[config.mk]
export PLATFORM = sky130hd
export DESIGN_NAME = rle_decoder
export DESIGN_NICKNAME = d
export VERILOG_FILES = /design/src/rtl/rle_decoder.sv
export SDC_FILE = /design/constraint.sdc
export NUM_CORES = 1
export LEC_CHECK = 0
export ABC_AREA = 0
export BUFFER_PORTS_ARGS = -buffer_cell sky130_fd_sc_hd__buf_2
export CAP_MARGIN = 20
export CORE_MARGIN = 4
export CORE_UTILIZATION = 25
export CTS_BUF_LIST = sky130_fd_sc_hd__clkbuf_16
export DETAILED_ROUTE_END_ITERATION = 7
export HOLD_SLACK_MARGIN = 0.12
export PLACE_DENSITY = 0.54
export REMOVE_ABC_BUFFERS = 1
export SLEW_MARGIN = 20
export SYNTH_ARGS = -nofsm -noshare
export SYNTH_HDL_FRONTEND = slang
export SYNTH_SLANG_ARGS = --single-unit
[constraint.sdc]
create_clock -name clk -period 3.3 [get_ports clk]
set_input_delay 0.66 -clock clk [delete_from_list [all_inputs] [get_ports clk]]
set_output_delay 0.66 -clock clk [all_outputs]
set_load 0.03 [all_outputs]
[src/rtl/rle_decoder.sv]
// Run-length decoder: reads (count,value) byte pairs from a dpsram and writes the expanded byte stream back through the same port.
// Optional output bound selected by macro RLD_BOUND_CHECK_EN (adds message_limit / overflow).
module rle_decoder #(
    parameter int ADDR_W = 16
) (
    input  logic              clk,
    input  logic              nreset,
    input  logic              start,
    input  logic [31:0]       rle_addr,
    input  logic [31:0]       rle_size,
    input  logic [31:0]       message_addr,
`ifdef RLD_BOUND_CHECK_EN
    input  logic [31:0]       message_limit,
    output logic              overflow,
`endif
    output logic [31:0]       message_size,
    output logic              done,
    output logic              port_A_clk,
    output logic [ADDR_W-1:0] port_A_addr,
    output logic              port_A_we,
    output logic [31:0]       port_A_data_in,
    input  logic [31:0]       port_A_data_out,
    output logic [2:0]        state_dbg
);

    // start is taken only in IDLE; done rises in FINISH and holds until the next accepted start.
    typedef enum logic [2:0] {
        IDLE   = 3'd0,
        RD_REQ = 3'd1,
        RD_LAT = 3'd2,
        EXPAND = 3'd3,
        WRITE  = 3'd4,
        FLUSH  = 3'd5,
        FINISH = 3'd6
    } state_t;

    state_t            state, state_next, resume, after_pair;
    logic [ADDR_W-1:0] rd_addr, wr_addr;
    logic [30:0]       pairs_left;
    logic [31:0]       word_r;
    logic              pair_sel;
    logic [7:0]        cnt;
    logic [31:0]       out_buf;
    logic [1:0]        byte_idx;
    logic [31:0]       msg_size;
    logic              done_r;
    logic [7:0]        cur_val;
    logic              has_byte, keep, pair_last, buf_full;
`ifdef RLD_BOUND_CHECK_EN
    logic [31:0]       limit_r;
    logic              ovf_r;
`endif

    logic unused_bits;
    assign unused_bits = ^{rle_addr[31:ADDR_W], message_addr[31:ADDR_W], rle_size[0]};

    assign port_A_clk   = clk;
    assign message_size = msg_size;
    assign done         = done_r;
    assign state_dbg    = state;
`ifdef RLD_BOUND_CHECK_EN
    assign overflow     = ovf_r;
`endif

    assign cur_val   = pair_sel ? word_r[31:24] : word_r[15:8];
    assign has_byte  = (cnt != 8'd0);
    assign pair_last = (cnt <= 8'd1);
`ifdef RLD_BOUND_CHECK_EN
    assign keep      = has_byte && (msg_size != limit_r);
`else
    assign keep      = has_byte;
`endif
    assign buf_full  = keep && (byte_idx == 2'd3);

    // Where EXPAND goes once the current byte is handled (also the return point after a WRITE).
    always_comb begin
        after_pair = EXPAND;
        if (pair_last) begin
            if (pairs_left == 31'd1)
                after_pair = FLUSH;
            else if (pair_sel)
                after_pair = RD_REQ;
            else
                after_pair = EXPAND;
        end
    end

    always_comb begin
        state_next = state;
        case (state)
            IDLE:    if (start) state_next = RD_REQ;
            RD_REQ:  state_next = (pairs_left == 31'd0) ? FLUSH : RD_LAT;
            RD_LAT:  state_next = EXPAND;
            EXPAND:  state_next = buf_full ? WRITE : after_pair;
            WRITE:   state_next = resume;
            FLUSH:   state_next = FINISH;
            FINISH:  state_next = IDLE;
            default: state_next = IDLE;
        endcase
    end

    // Port A is idle (all zero) outside read-request and write cycles.
    always_comb begin
        port_A_we      = 1'b0;
        port_A_addr    = '0;
        port_A_data_in = '0;
        case (state)
            RD_REQ: if (pairs_left != 31'd0) port_A_addr = rd_addr;
            WRITE: begin
                port_A_we      = 1'b1;
                port_A_addr    = wr_addr;
                port_A_data_in = out_buf;
            end
            FLUSH: if (byte_idx != 2'd0) begin
                port_A_we      = 1'b1;
                port_A_addr    = wr_addr;
                port_A_data_in = out_buf;
            end
            default: ;
        endcase
    end

    always_ff @(posedge clk or negedge nreset) begin
        if (!nreset) begin
            state      <= IDLE;
            resume     <= IDLE;
            rd_addr    <= '0;
            wr_addr    <= '0;
            pairs_left <= '0;
            word_r     <= '0;
            pair_sel   <= 1'b0;
            cnt        <= '0;
            out_buf    <= '0;
            byte_idx   <= '0;
            msg_size   <= '0;
            done_r     <= 1'b0;
`ifdef RLD_BOUND_CHECK_EN
            limit_r    <= '0;
            ovf_r      <= 1'b0;
`endif
        end else begin
            state <= state_next;
            case (state)
                IDLE: if (start) begin
                    rd_addr    <= rle_addr[ADDR_W-1:0];
                    wr_addr    <= message_addr[ADDR_W-1:0];
                    pairs_left <= rle_size[31:1];
                    pair_sel   <= 1'b0;
                    cnt        <= '0;
                    out_buf    <= '0;
                    byte_idx   <= '0;
                    msg_size   <= '0;
                    done_r     <= 1'b0;
`ifdef RLD_BOUND_CHECK_EN
                    limit_r    <= message_limit;
                    ovf_r      <= 1'b0;
`endif
                end
                RD_LAT: begin
                    word_r   <= port_A_data_out;
                    pair_sel <= 1'b0;
                    cnt      <= port_A_data_out[7:0];
                end
                EXPAND: begin
                    if (keep) begin
                        out_buf[{byte_idx, 3'b000} +: 8] <= cur_val;
                        byte_idx <= byte_idx + 2'd1;
                        msg_size <= msg_size + 32'd1;
                    end
`ifdef RLD_BOUND_CHECK_EN
                    if (has_byte && !keep) ovf_r <= 1'b1;
`endif
                    // A pair finishes on its last byte (or at once if its count is zero).
                    if (pair_last) begin
                        pairs_left <= pairs_left - 31'd1;
                        if (!pair_sel) begin
                            pair_sel <= 1'b1;
                            cnt      <= word_r[23:16];
                        end else begin
                            rd_addr  <= rd_addr + ADDR_W'(4);
                        end
                    end else begin
                        cnt <= cnt - 8'd1;
                    end
                    if (buf_full) resume <= after_pair;
                end
                WRITE: begin
                    wr_addr <= wr_addr + ADDR_W'(4);
                    out_buf <= '0;
                end
                FLUSH: begin
                    if (byte_idx != 2'd0) wr_addr <= wr_addr + ADDR_W'(4);
                    out_buf  <= '0;
                    byte_idx <= '0;
                    done_r   <= 1'b1;
                end
                default: ;
            endcase
        end
    end

endmodule

# After elaboration in Yosys (flattened, before gate mapping)
# Cells that the tools add are included.
classes:
  n_addsub: 7
  multipliers: 0
  div: 0
  order_cmp: 1
  eq_ne: 13
  shifts: 2
  muxes: 42
  n_bitwise: 0
  reduce_logical: 23
ops:
  columns: ["cell", "count"]
  rows:
  - ["two-way mux 32 bit", 4]
  - ["one-hot mux 32 bit (2 select lines)", 2]
  - ["two-way mux 16 bit", 7]
  - ["one-hot mux 16 bit (3 select lines)", 2]
  - ["one-hot mux 32 bit (3 select lines)", 1]
  - ["two-way mux 31 bit", 2]
  - ["one-hot mux 31 bit (2 select lines)", 1]
  - ["adder 16 x 3 -> 16 bit, second input constant", 2]
  - ["adder 32 x 1 -> 32 bit, second input constant", 1]
  - ["bitwise mux 32 bit", 1]
  - ["two-way mux 8 bit", 4]
  - ["one-hot mux 16 bit (2 select lines)", 1]
  - ["variable shift 8 x 7 -> 32 bit, first input constant", 1]
  - ["indexed part select 8 x 7 -> 32 bit", 1]
  - ["equality test 31 x 1 -> 1 bit, second input constant", 1]
  - ["zero test 31 bit", 1]
  - ["nonzero test 31 bit", 1]
  - ["subtractor 31 x 1 -> 31 bit, second input constant", 1]
  - ["one-hot mux 8 bit (3 select lines)", 1]
  - ["AND reduction 3 bit", 7]
  - ["one-hot mux 3 bit (6 select lines)", 1]
  - ["two-way mux 3 bit", 5]
  - ["nonzero test 3 bit", 4]
  - ["!= test 2 bit, second input constant", 5]
  - ["other kinds (21)", 31]
totals:
  ff_bits: 177
  latch_bits: 0
  mem_bits_rw: 0
  mem_bits_ro: 0
  input_bits: 131
  output_inout_bits: 86
  elab_cells: 100
  mem_count: 0

# Depth between registers and ports, before layout
# Gate-level depths: netlist of run 1.
logic_depth:
  word_depth: 5
  mapped_depth: 10
  depth_no_buf: 8

==> insert_results.sql, run 1 <==
INSERT INTO impl_metrics (metric_group, metric, value, unit) VALUES
('run_status', 'status', 'finished, final reports clean', ''),
('sta', 'max_slew.worst_pin.slew', '0.9362', 'ns'),
('placed_design', 'post-dp-hpwl', '21.41', 'mm'),
('sta', 'rsz0062_at_grt', 'true', ''),
('sta', 'final_period_minus_worst_setup_slack', '3.222', 'ns'),
('final_layout', 'commonest_non_fill_non_tap_cell_in_the_layout', 'sky130_fd_sc_hd__buf_2', ''),
('placed_design', 'io_buffer_count', '183', ''),
('hold_path', 'hold_path_end', 'rd_addr[0]', ''),
('floorplan', 'die_x', '201.9', 'um'),
('sta', 'max_slew_margin', '37.17', '%'),
('clock_tree', 'clkSlewWorstSetupHoldPaths', '0.08', 'ns'),
('global_routing', 'grt_util_all_layers', '14.78', '%'),
('run', 'max-cap-violations', '0', ''),
('clock_tree', 'tritoncts', 'yes', ''),
('final_layout', 'fin_nets', '1358', ''),
('logic_synthesis', 'syn_area', '9402', 'um2'),
('sta', 'finalHoldViolCount', '0', ''),
('final_layout', 'mostFrequentLayoutCells', '180 x sky130_fd_sc_hd__buf_2, 166 x sky130_fd_sc_hd__dfrtp_1, 112 x sky130_fd_sc_hd__nand2_1', ''),
('drt', 'detailroute.via_count', '8806', ''),
('setup_path', 'worst-endpoint-arrival', '2.56', 'ns'),
('logic_synthesis', 'dominantRegCellSynth', 'sky130_fd_sc_hd__dfrtp_1', ''),
('final_layout', 'post_layout_nonfiller_instances', '1732', ''),
('logic_synthesis', 'synth-edff-count', '0', ''),
('global_routing', 'initial_antenna_violation_count', '1', ''),
('setup_path', 'reg2reg_slack', '0.79', 'ns'),
('logic_synthesis', 'synth_cells', '1033', ''),
('floorplan', 'site_row_count', '70', ''),
('floorplan', 'chipHeight', '201.9', 'um'),
('pwr', 'p_leak', '0.005164', 'uW'),
('sta', 'setup-violations-final', '0', ''),
('placed_design', 'placedCellCount', '1689', ''),
('final_layout', 'syn_to_final_growth', '25.23', '%'),
('drt', 'routed_wl', '30.63', 'mm'),
('placed_design', 'routabilityCongestion', '0.7969', ''),
('drt', 'drc_violation_count_after_routing', '0', ''),
('drt', 'ant_nets', '0', ''),
('setup_path', 'critical_path.reg2reg.endpoint', 'message_size[26]', ''),
('floorplan', 'core-area', '36870', 'um2'),
('global_routing', 'via_count_of_the_first_global_routing_pass', '8434', ''),
('hold_path', 'hold_path.startpoint', 'rle_addr[0]', ''),
('global_routing', 'grt_first_pass_wirelength', '48.38', 'mm'),
('floorplan', 'initial_utilization', '25.50', '%'),
('floorplan', 'die_area', '40770', 'um2'),
('sta', 'drv_slew', '0', ''),
('pwr', 'power_density', '928.0', 'nW/um2'),
('setup_path', 'timing.critical_path.from_type', 'register', ''),
('logic_synthesis', 'yosys_warnings', '0', ''),
('setup_path', 'cp-end-kind', 'output pin', ''),
('setup_path', 'reg2regPathDepth', '9', ''),
('drt', 'wl_per_cell', '17.68', 'um'),
('sta', 'clock.fmax', '310.4', 'MHz'),
('placed_design', 'post_dp_cell_area', '11030', 'um2'),
('hold_path', 'hold_depth', '3', ''),
('logic_synthesis', 'synth.yosys.seq_area_share', '44.98', '%'),
('clock_tree', 'clkLatencyLatePin', '0.55', 'ns'),
('floorplan', 'design.portCount', '217', ''),
('final_layout', 'final_core_util', '31.93', '%'),
('sta', 'worst_hold_slack', '0.2951', 'ns'),
('drt', 'drt_first_pass_iters', '5', ''),
('global_routing', 'gr-total-overflow', '0', ''),
('global_routing', 'maximum_number_of_pins_on_one_net_before_global_route_repair', '83', ''),
('setup_path', 'critPathRequiredTime', '2.64', 'ns'),
('final_layout', 'layout-drive-gt1-share', '25.43', '%'),
('drt', 'drtIter0Drc', '591', ''),
('final_layout', 'finish.instance_area', '11770', 'um2'),
('logic_synthesis', 'synth_area_per_cell', '9.101', 'um2'),
('logic_synthesis', 'yosys_register_bits', '169', ''),
('hold_path', 'hold_path_class', 'in2reg', ''),
('drt', 'routed_via_density', '5.084', ''),
('setup_path', 'criticalPathCategory', 'reg2out', ''),
('sta', 'fin_crit_sh', '97.64', '%'),
('logic_synthesis', 'netlist-cell-type-count', '69', ''),
('sta', 'worst_clock_skew', '0.01427', 'ns'),
('setup_path', 'critical_path.max_fanout', '16', ''),
('pwr', 'ir_worst_vdd', '0.0005030', 'V'),
('logic_synthesis', 'async_reset_ff_share', '100.0', '%'),
('setup_path', 'reg2reg_from', 'cnt[0]', '');
[timing repair]
item | 4_1_cts | 5_1_grt
endpoints found under the hold margin | 6 | 0
pin swaps | 1 | 0
endpoints found under the setup margin | 16 | 16
setup buffers | 5 | 1
hold buffers | 1 | 0
resized for setup | 11 | 3
[how the worst max path moves through the flow]
stage / slack (ns) / end / startpoint / cells after the start
final: 0.08 / port_A_addr[2] / pairs_left[2] / 7
after global routing: -0.08 / port_A_addr[2] / pairs_left[17] / 6
after CTS: 0.004 / port_A_addr[3] / pairs_left[17] / 6
after detailed placement: 0.30 / port_A_addr[3] / pairs_left[2] / 7
after global placement: 0.33 / port_A_addr[3] / pairs_left[2] / 7
after floorplan: -1.41 / pairs_left[27] / state_dbg[0] / 3
[flip-flops by register name (all words and copies together) (netlist names)]
signal,count
pairs_left,31
wr_addr,16
byte_idx,2
resume,3
rd_addr,16
state_dbg,3
done,1
word_r,24
message_size,32
out_buf,32
cnt,8
pair_sel,1
[stage by stage]
stage / worst slack (ns) / TNS [ns] / power [uW]
floorplan: -1.414 / -120.66 / 6831
global placement: 0.3336 / 0 / 8671
detailed placement: 0.2961 / 0 / 8761
CTS: 0.004301 / 0 / 11060
global route: -0.08484 / -0.8918 / 11810
finish: 0.07802 / 0 / 10930
[final cells by class]
class	instances	area, um2
antenna	1	2.502
clock buffer	21	505.5
clock inverter	15	131.4
fill	3930	25100
inverter	19	71.32
multi-input combinational	778	4907
sequential	169	4233
tap	504	630.6
timing repair buffer	225	1292
[cells by family after synthesis]
logic type | synth area share [%]
XOR/XNOR | 2.236
AND/OR/NAND/NOR | 20.87
multiplexers | 4.272
buffers and inverters | 3.673
adder cells (fa/ha/maj) | 1.730
AO/OA/AOI/OAI | 22.24
flip-flops | 44.98
[cell usage after synthesis (4+ instances only)]
| master | number | area (um2) |
|---|---|---|
| sky130_fd_sc_hd__a31oi_1 | 14 | 87.58 |
| sky130_fd_sc_hd__nor3_1 | 24 | 120.1 |
| sky130_fd_sc_hd__a2bb2oi_1 | 7 | 61.31 |
| sky130_fd_sc_hd__mux2_2 | 25 | 281.5 |
| sky130_fd_sc_hd__a32oi_1 | 6 | 52.55 |
| sky130_fd_sc_hd__a221o_1 | 4 | 40.04 |
| sky130_fd_sc_hd__mux2i_1 | 12 | 120.1 |
| sky130_fd_sc_hd__o2111ai_1 | 8 | 70.07 |
| sky130_fd_sc_hd__a22o_1 | 20 | 175.2 |
| sky130_fd_sc_hd__a21oi_1 | 66 | 330.3 |
| sky130_fd_sc_hd__o22ai_1 | 18 | 112.6 |
| sky130_fd_sc_hd__or2_2 | 5 | 31.28 |
| sky130_fd_sc_hd__clkbuf_1 | 47 | 176.4 |
| sky130_fd_sc_hd__a22oi_1 | 8 | 60.06 |
| sky130_fd_sc_hd__nor3b_1 | 7 | 52.55 |
| sky130_fd_sc_hd__nor2b_1 | 4 | 25.02 |
| sky130_fd_sc_hd__and3_1 | 43 | 269.0 |
| sky130_fd_sc_hd__nand2b_1 | 6 | 37.54 |
| sky130_fd_sc_hd__ha_1 | 13 | 162.7 |
| sky130_fd_sc_hd__nand4_1 | 18 | 112.6 |
| sky130_fd_sc_hd__xnor2_1 | 12 | 105.1 |
| sky130_fd_sc_hd__buf_2 | 8 | 40.04 |
| sky130_fd_sc_hd__or3_1 | 11 | 68.82 |
| sky130_fd_sc_hd__o2bb2ai_1 | 4 | 35.03 |
| sky130_fd_sc_hd__or4_1 | 7 | 52.55 |
| sky130_fd_sc_hd__o22a_1 | 4 | 35.03 |
| sky130_fd_sc_hd__o21a_1 | 6 | 45.04 |
| sky130_fd_sc_hd__nand3_1 | 32 | 160.2 |
| sky130_fd_sc_hd__inv_1 | 18 | 67.56 |
| sky130_fd_sc_hd__nand2_1 | 112 | 420.4 |
| sky130_fd_sc_hd__nand3b_1 | 4 | 30.03 |
| sky130_fd_sc_hd__nor4_1 | 18 | 112.6 |
| sky130_fd_sc_hd__nor2_1 | 78 | 292.8 |
| sky130_fd_sc_hd__o21ai_0 | 72 | 360.4 |
| sky130_fd_sc_hd__dfrtp_1 | 169 | 4229 |
| sky130_fd_sc_hd__a211oi_1 | 13 | 97.59 |
| sky130_fd_sc_hd__o211ai_1 | 5 | 37.54 |
| sky130_fd_sc_hd__o31ai_1 | 40 | 300.3 |
| sky130_fd_sc_hd__buf_1 | 9 | 33.78 |
| sky130_fd_sc_hd__a2111oi_0 | 5 | 43.79 |
| sky130_fd_sc_hd__xor2_1 | 12 | 105.1 |
| sky130_fd_sc_hd__nand4b_1 | 5 | 43.79 |
[worst max-delay path, stage by stage (launching register included)]
cell	delay, ns
sky130_fd_sc_hd__dfrtp_2	0.45
sky130_fd_sc_hd__or3_4	0.43
sky130_fd_sc_hd__nor4_4	0.17
sky130_fd_sc_hd__nor3b_4	0.26
sky130_fd_sc_hd__a31oi_2	0.11
sky130_fd_sc_hd__buf_6	0.18
sky130_fd_sc_hd__a22o_1	0.22
sky130_fd_sc_hd__buf_4	0.17
[power by group]
group	internal (uW)	switching (uW)	total, uW
Combinational	1880	3180	5070
Clock	1150	1030	2180
Sequential	2830	844	3680
Total	5870	5060	10900
[metal layers]
metal | vias to the layer above | track usage [%] | wire length, um
met5 | - | 0 | 0
met4 | 0 | 3.979 | 313
met3 | 13 | 2.567 | 1202
met2 | 213 | 23.43 | 14480
met1 | 4333 | 20.88 | 14630
li1 | 4247 | - | -
Power figures use the tool's default switching activity.
==> run 2: changes to the inputs <==
--- a/config.mk
+++ b/config.mk
@@ -7,14 +7,12 @@
 export LEC_CHECK = 0
 export ABC_AREA = 0
 export BUFFER_PORTS_ARGS = -buffer_cell sky130_fd_sc_hd__buf_2
-export CAP_MARGIN = 20
 export CORE_MARGIN = 4
 export CORE_UTILIZATION = 25
 export CTS_BUF_LIST = sky130_fd_sc_hd__clkbuf_16
 export DETAILED_ROUTE_END_ITERATION = 7
 export HOLD_SLACK_MARGIN = 0.12
 export PLACE_DENSITY = 0.54
-export REMOVE_ABC_BUFFERS = 1
 export SLEW_MARGIN = 20
 export SYNTH_ARGS = -nofsm -noshare
 export SYNTH_HDL_FRONTEND = slang
==> insert_results.sql, run 2 (same netlist as run 1, synthesis figures left out) <==
INSERT INTO impl_metrics (metric_group, metric, value, unit) VALUES
('floorplan', 'core-area', '36870', 'um2'),
('setup_path', 'path_common_cell', 'sky130_fd_sc_hd__buf_6', ''),
('setup_path', 'worst-endpoint-arrival', '2.65', 'ns'),
('hold_path', 'hold_path_class', 'in2reg', ''),
('final_layout', 'antenna_cells', '0', ''),
('global_routing', 'initial_antenna_violation_count', '2', ''),
('drt', 'detailroute.via_count', '8732', ''),
('setup_path', 'cp-end-kind', 'output pin', ''),
('logic_synthesis', 'mappedNetlistNets', '1177', ''),
('global_routing', 'maximum_number_of_pins_on_one_net_before_global_route_repair', '104', ''),
('setup_path', 'critical_path.max_fanout', '8', ''),
('pwr', 'finalPower', '11250', 'uW'),
('floorplan', 'design.portCount', '217', ''),
('clock_tree', 'clkSlewWorstSetupHoldPaths', '0.08', 'ns'),
('drt', 'routed_wl', '30.15', 'mm'),
('global_routing', 'grt_util_all_layers', '14.78', '%'),
('placed_design', 'placedCellCount', '1692', ''),
('global_routing', 'via_count_of_the_first_global_routing_pass', '8621', ''),
('global_routing', 'gr-total-overflow', '0', ''),
('final_layout', 'syn_to_final_growth', '27.53', '%'),
('pwr', 'p_leak', '0.005243', 'uW'),
('sta', 'worst_clock_skew', '0.01402', 'ns'),
('sta', 'finalHoldViolCount', '0', ''),
('clock_tree', 'clkLatencyLatePin', '0.55', 'ns'),
('sta', 'max_slew_margin', '45.59', '%'),
('final_layout', 'mostFrequentLayoutCells', '166 x sky130_fd_sc_hd__dfrtp_1, 166 x sky130_fd_sc_hd__buf_2, 112 x sky130_fd_sc_hd__nand2_1', ''),
('placed_design', 'io_buffer_count', '183', ''),
('floorplan', 'die_area', '40770', 'um2'),
('floorplan', 'chipHeight', '201.9', 'um'),
('drt', 'routed_via_density', '5.024', ''),
('pwr', 'p_int', '6273', 'uW'),
('sta', 'max_slew.worst_pin.slew', '0.8161', 'ns'),
('run_status', 'status', 'finished with violations', ''),
('run_status', 'violations', 'setup timing', ''),
('setup_path', 'critPathMaxStageDelay', '0.57', 'ns'),
('sta', 'drv_slew', '0', ''),
('setup_path', 'timing.critical_path.from_type', 'register', ''),
('floorplan', 'die_x', '201.9', 'um'),
('sta', 'final_period_minus_worst_setup_slack', '3.305', 'ns'),
('sta', 'clock.fmax', '302.5', 'MHz'),
('drt', 'ant_nets', '0', ''),
('pwr', 'power_density', '938.0', 'nW/um2'),
('placed_design', 'post-dp-hpwl', '21.16', 'mm'),
('final_layout', 'final_layout_fill_cell_count', '3900', ''),
('sta', 'setup-violations-final', '3', ''),
('pwr', 'share_comb_of_total_power', '46.3', '%'),
('floorplan', 'initial_utilization', '25.50', '%'),
('pwr', 'ir_worst_vdd', '0.0004053', 'V'),
('drt', 'drt_first_pass_iters', '5', ''),
('drt', 'wl_per_cell', '17.35', 'um'),
('setup_path', 'worstPathCellList', 'or4_4, nor4b_4, a31oi_4, buf_6, a22o_1, buf_6', ''),
('setup_path', 'reg2reg_slack', '0.50', 'ns'),
('setup_path', 'critPathRequiredTime', '2.64', 'ns'),
('setup_path', 'criticalPathCategory', 'reg2out', ''),
('floorplan', 'site_row_count', '70', ''),
('run', 'max-cap-violations', '0', ''),
('pwr', 'total_switching_power', '4975', 'uW'),
('final_layout', 'post_layout_nonfiller_instances', '1738', ''),
('global_routing', 'grt_first_pass_wirelength', '48.87', 'mm'),
('setup_path', 'critical-path-slowest-cell', 'sky130_fd_sc_hd__or4_4', ''),
('sta', 'rsz0062_at_grt', 'true', ''),
('final_layout', 'fin_nets', '1367', ''),
('pwr', 'pwr-share-clk', '21.0', '%'),
('drt', 'drc_violation_count_after_routing', '0', ''),
('final_layout', 'final_core_util', '32.52', '%'),
('sta', 'setup_slack', '-0.005311', 'ns'),
('placed_design', 'routabilityCongestion', '0.8174', ''),
('pwr', 'share_seq_of_total_power', '32.7', '%'),
('pwr', 'power.share.switching', '44.23', '%'),
('clock_tree', 'tritoncts', 'yes', ''),
('placed_design', 'detailedPlace.worstSlack', '0.3888', 'ns'),
('final_layout', 'layout-drive-gt1-share', '25.77', '%'),
('sta', 'fin_crit_sh', '100.2', '%'),
('drt', 'drtIter0Drc', '679', '');
-- run 2: cell types whose count changed in the layout (fill, tap and decap cells not counted), moves of 2 or more --
cell / change
sky130_fd_sc_hd__buf_6: +16
sky130_fd_sc_hd__clkinvlp_4: -4
sky130_fd_sc_hd__buf_2: -14
sky130_fd_sc_hd__inv_8: -2
sky130_fd_sc_hd__buf_4: +7
sky130_fd_sc_hd__clkinv_4: +5
sky130_fd_sc_hd__bufinv_16: +4
sky130_fd_sc_hd__inv_6: -6
-- run 2: routing by layer --
| layer | global-route usage, % | part of all wire, % | up-vias |
|---|---|---|---|
| met5 | 0 | 0.073 | - |
| met4 | 4.492 | 1.7 | 4 |
| met3 | 3.096 | 5.0 | 32 |
| met2 | 23.54 | 47 | 231 |
| met1 | 20.26 | 46 | 4218 |
| li1 | - | - | 4247 |
-- run 2: what timing repair did --
item                                    CTS  global route
hold endpoints to repair                 12             0
buffers inserted                          9             2
pin swaps                                 5             4
resized for setup                        36            11
hold buffers                              1             0
cloned                                    1             0
endpoints found under the setup margin   16            16
-- run 2: worst paths after layout --
kind                                start                to  depth (start not counted)
setup / recovery           pairs_left[13]    port_A_addr[9]                          6
hold / removal                rle_addr[1]        rd_addr[1]                          3
setup reg to reg                   cnt[0]  message_size[28]                          8
hold reg to reg                out_buf[1]        out_buf[1]                          2
max in group asynchronous          nreset        wr_addr[8]                          3
min in group asynchronous          nreset        word_r[21]                          3
-- run 2: stage by stage --
step	setup TNS (ns)	hold slack [ns]	area, um2
floorplan	0	0.3644	9402
global placement	0	0.4517	11050
detailed placement	0	0.4543	11050
CTS	-0.1537	0.2688	11950
global route	-1.507	0.3073	11990
finish	-0.009469	0.3021	11990
-- run 2: critical path: cells and delay by family (launching register included) --
kind,cells,cell delay (ns)
compound gates,2,0.40
buf+inv,2,0.32
flops,1,0.40
simple gates,2,0.97
-- run 2: area by class of cell --
type	count	area [um2]	share of cell area, %
tap	504	630.6	5.259
inverter	19	71.32	0.5948
clock buffer	21	505.5	4.216
sequential	169	4233	35.30
multi-input combinational	778	4913	40.98
clock inverter	13	181.4	1.513
timing repair buffer	234	1455	12.14
-- run 2: power groups by stage --
stage	Combinational (uW)	Sequential (uW)	Clock [uW]
detailed placement	4940	3720	38.2
CTS	5200	3660	2440
finish	5210	3680	2360
global placement	4870	3700	38.2
floorplan	3410	3620	45.4
global route	5820	3820	2530
==> run 3: changes to the inputs <==
--- a/config.mk
+++ b/config.mk
@@ -13,6 +13,7 @@
 export DETAILED_ROUTE_END_ITERATION = 7
 export HOLD_SLACK_MARGIN = 0.12
 export PLACE_DENSITY = 0.54
+export SETUP_SLACK_MARGIN = 0.4
 export SLEW_MARGIN = 20
 export SYNTH_ARGS = -nofsm -noshare
 export SYNTH_HDL_FRONTEND = slang
==> insert_results.sql, run 3 (same netlist as run 1, synthesis figures left out) <==
INSERT INTO impl_metrics (metric_group, metric, value, unit) VALUES
('run_status', 'status', 'finished, final reports clean', ''),
('sta', 'drv_slew', '0', ''),
('sta', 'rsz0062_at_grt', 'true', ''),
('clock_tree', 'clkLatencyLatePin', '0.55', 'ns'),
('setup_path', 'worst-endpoint-arrival', '2.62', 'ns'),
('sta', 'final_period_minus_worst_setup_slack', '3.278', 'ns'),
('drt', 'drc_violation_count_after_routing', '0', ''),
('sta', 'finalHoldViolCount', '0', ''),
('sta', 'setup-violations-final', '0', ''),
('pwr', 'power_density', '930.5', 'nW/um2'),
('sta', 'worst_hold_slack', '0.1099', 'ns'),
('pwr', 'p_leak', '0.005193', 'uW'),
('sta', 'clock.fmax', '305.1', 'MHz'),
('drt', 'wl_per_cell', '17.43', 'um'),
('sta', 'worst_clock_skew', '0.01115', 'ns'),
('clock_tree', 'clkSlewWorstSetupHoldPaths', '0.07', 'ns'),
('sta', 'max_slew.worst_pin.slew', '0.7510', 'ns'),
('global_routing', 'initial_antenna_violation_count', '2', ''),
('final_layout', 'mostFrequentLayoutCells', '166 x sky130_fd_sc_hd__buf_2, 162 x sky130_fd_sc_hd__dfrtp_1, 112 x sky130_fd_sc_hd__nand2_1', ''),
('drt', 'ant_nets', '0', ''),
('pwr', 'finalPower', '11120', 'uW'),
('pwr', 'ir_worst_vdd', '0.0004488', 'V'),
('placed_design', 'post-dp-hpwl', '21.31', 'mm'),
('final_layout', 'syn_to_final_growth', '27.07', '%'),
('floorplan', 'design.portCount', '217', ''),
('floorplan', 'die_area', '40770', 'um2'),
('final_layout', 'commonest_non_fill_non_tap_cell_in_the_layout', 'sky130_fd_sc_hd__buf_2', ''),
('floorplan', 'chipHeight', '201.9', 'um'),
('drt', 'routed_via_density', '5.059', ''),
('final_layout', 'final_core_util', '32.40', '%'),
('run', 'max-cap-violations', '0', ''),
('setup_path', 'critical_path.max_fanout', '16', ''),
('drt', 'detailroute.via_count', '8782', ''),
('drt', 'drtIter0Drc', '532', ''),
('floorplan', 'core-area', '36870', 'um2'),
('floorplan', 'die_x', '201.9', 'um'),
('global_routing', 'grt_util_all_layers', '14.76', '%'),
('final_layout', 'layout-drive-gt1-share', '25.81', '%'),
('setup_path', 'cp-end-kind', 'output pin', ''),
('clock_tree', 'cts_hold_buffers', '0', ''),
('global_routing', 'grt_first_pass_wirelength', '48.84', 'mm'),
('setup_path', 'criticalPathCategory', 'reg2out', ''),
('global_routing', 'gr-total-overflow', '0', ''),
('clock_tree', 'tritoncts', 'yes', ''),
('global_routing', 'maximum_number_of_pins_on_one_net_before_global_route_repair', '70', ''),
('drt', 'drt_first_pass_iters', '5', ''),
('setup_path', 'reg2regPathDepth', '6', ''),
('drt', 'routed_wl', '30.25', 'mm'),
('hold_path', 'hold_path_class', 'in2async', ''),
('setup_path', 'critPathRequiredTime', '2.64', 'ns'),
('placed_design', 'routabilityCongestion', '0.7973', ''),
('logic_synthesis', 'mappedNetlistNets', '1177', ''),
('placed_design', 'io_buffer_count', '183', ''),
('floorplan', 'site_row_count', '70', ''),
('final_layout', 'post_layout_nonfiller_instances', '1736', ''),
('final_layout', 'antenna_cells', '0', ''),
('floorplan', 'initial_utilization', '25.50', '%'),
('placed_design', 'placedCellCount', '1693', ''),
('sta', 'fin_crit_sh', '99.34', '%'),
('final_layout', 'fin_nets', '1364', ''),
('setup_path', 'timing.critical_path.from_type', 'register', ''),
('final_layout', 'final_layout_fill_cell_count', '3879', ''),
('global_routing', 'via_count_of_the_first_global_routing_pass', '8513', ''),
('sta', 'max_slew_margin', '49.60', '%');
[run 3: report_power, final]
| group | internal (uW) | switching [uW] | total [uW] |
|---|---|---|---|
| clock network | 1260 | 932 | 2200 |
| registers | 2840 | 868 | 3710 |
| logic | 2040 | 3180 | 5220 |
[run 3: final timing paths]
path | startpoint | end | slack (ns)
max | pairs_left[12] | port_A_addr[15] | 0.02
min | nreset | word_r[13] | 0.11
max reg2reg | pairs_left[17] | pairs_left[27] | 0.78
min reg2reg | out_buf[6] | out_buf[6] | 0.47
max in group asynchronous | nreset | pairs_left[2] | 2.38
min in group clk | message_addr[1] | wr_addr[1] | 0.32
[run 3: through the flow]
stage               setup TNS, ns  area, um2  setup slack, ns
global route              -0.5878      11950         -0.06236
finish                          0      11950          0.02185
CTS                      -0.07196      11860         -0.02011
global placement                0      11060           0.3616
detailed placement              0      11060           0.3051
floorplan                       0       9403           0.4836
[run 3: what timing repair did]
action	4_1_cts	5_1_grt
setup buffers	3	6
pin swaps	2	2
endpoints found under the setup margin	49	49
gates resized for setup	45	8
hold endpoints to repair	0	0
[run 3: routing by layer]
layer  track usage, %  part of all wire [%]
met5                0                 0.066
met4            4.346                   1.7
met3            3.048                   4.6
met2            23.39                    47
met1            20.42                    46
[run 3: critical path, stage by stage, from the launching register on]
cell and delay (ns):
sky130_fd_sc_hd__dfrtp_2 0.44, sky130_fd_sc_hd__or4_4 0.58, sky130_fd_sc_hd__nor4b_4 0.35, sky130_fd_sc_hd__a31oi_2 0.14, sky130_fd_sc_hd__buf_6 0.17, sky130_fd_sc_hd__a22o_1 0.23
sky130_fd_sc_hd__buf_6 0.15
[run 3: layout make-up]
class | count | area, um2 | share of cell area, %
well taps | 504 | 630.6 | 5.279
clock buffers | 21 | 505.5 | 4.231
multi-input cells | 778 | 4921 | 41.19
inverters | 19 | 73.82 | 0.6179
repair buffers | 231 | 1445 | 12.10
clock inverters | 14 | 132.6 | 1.110
flip-flops and latches | 169 | 4238 | 35.47
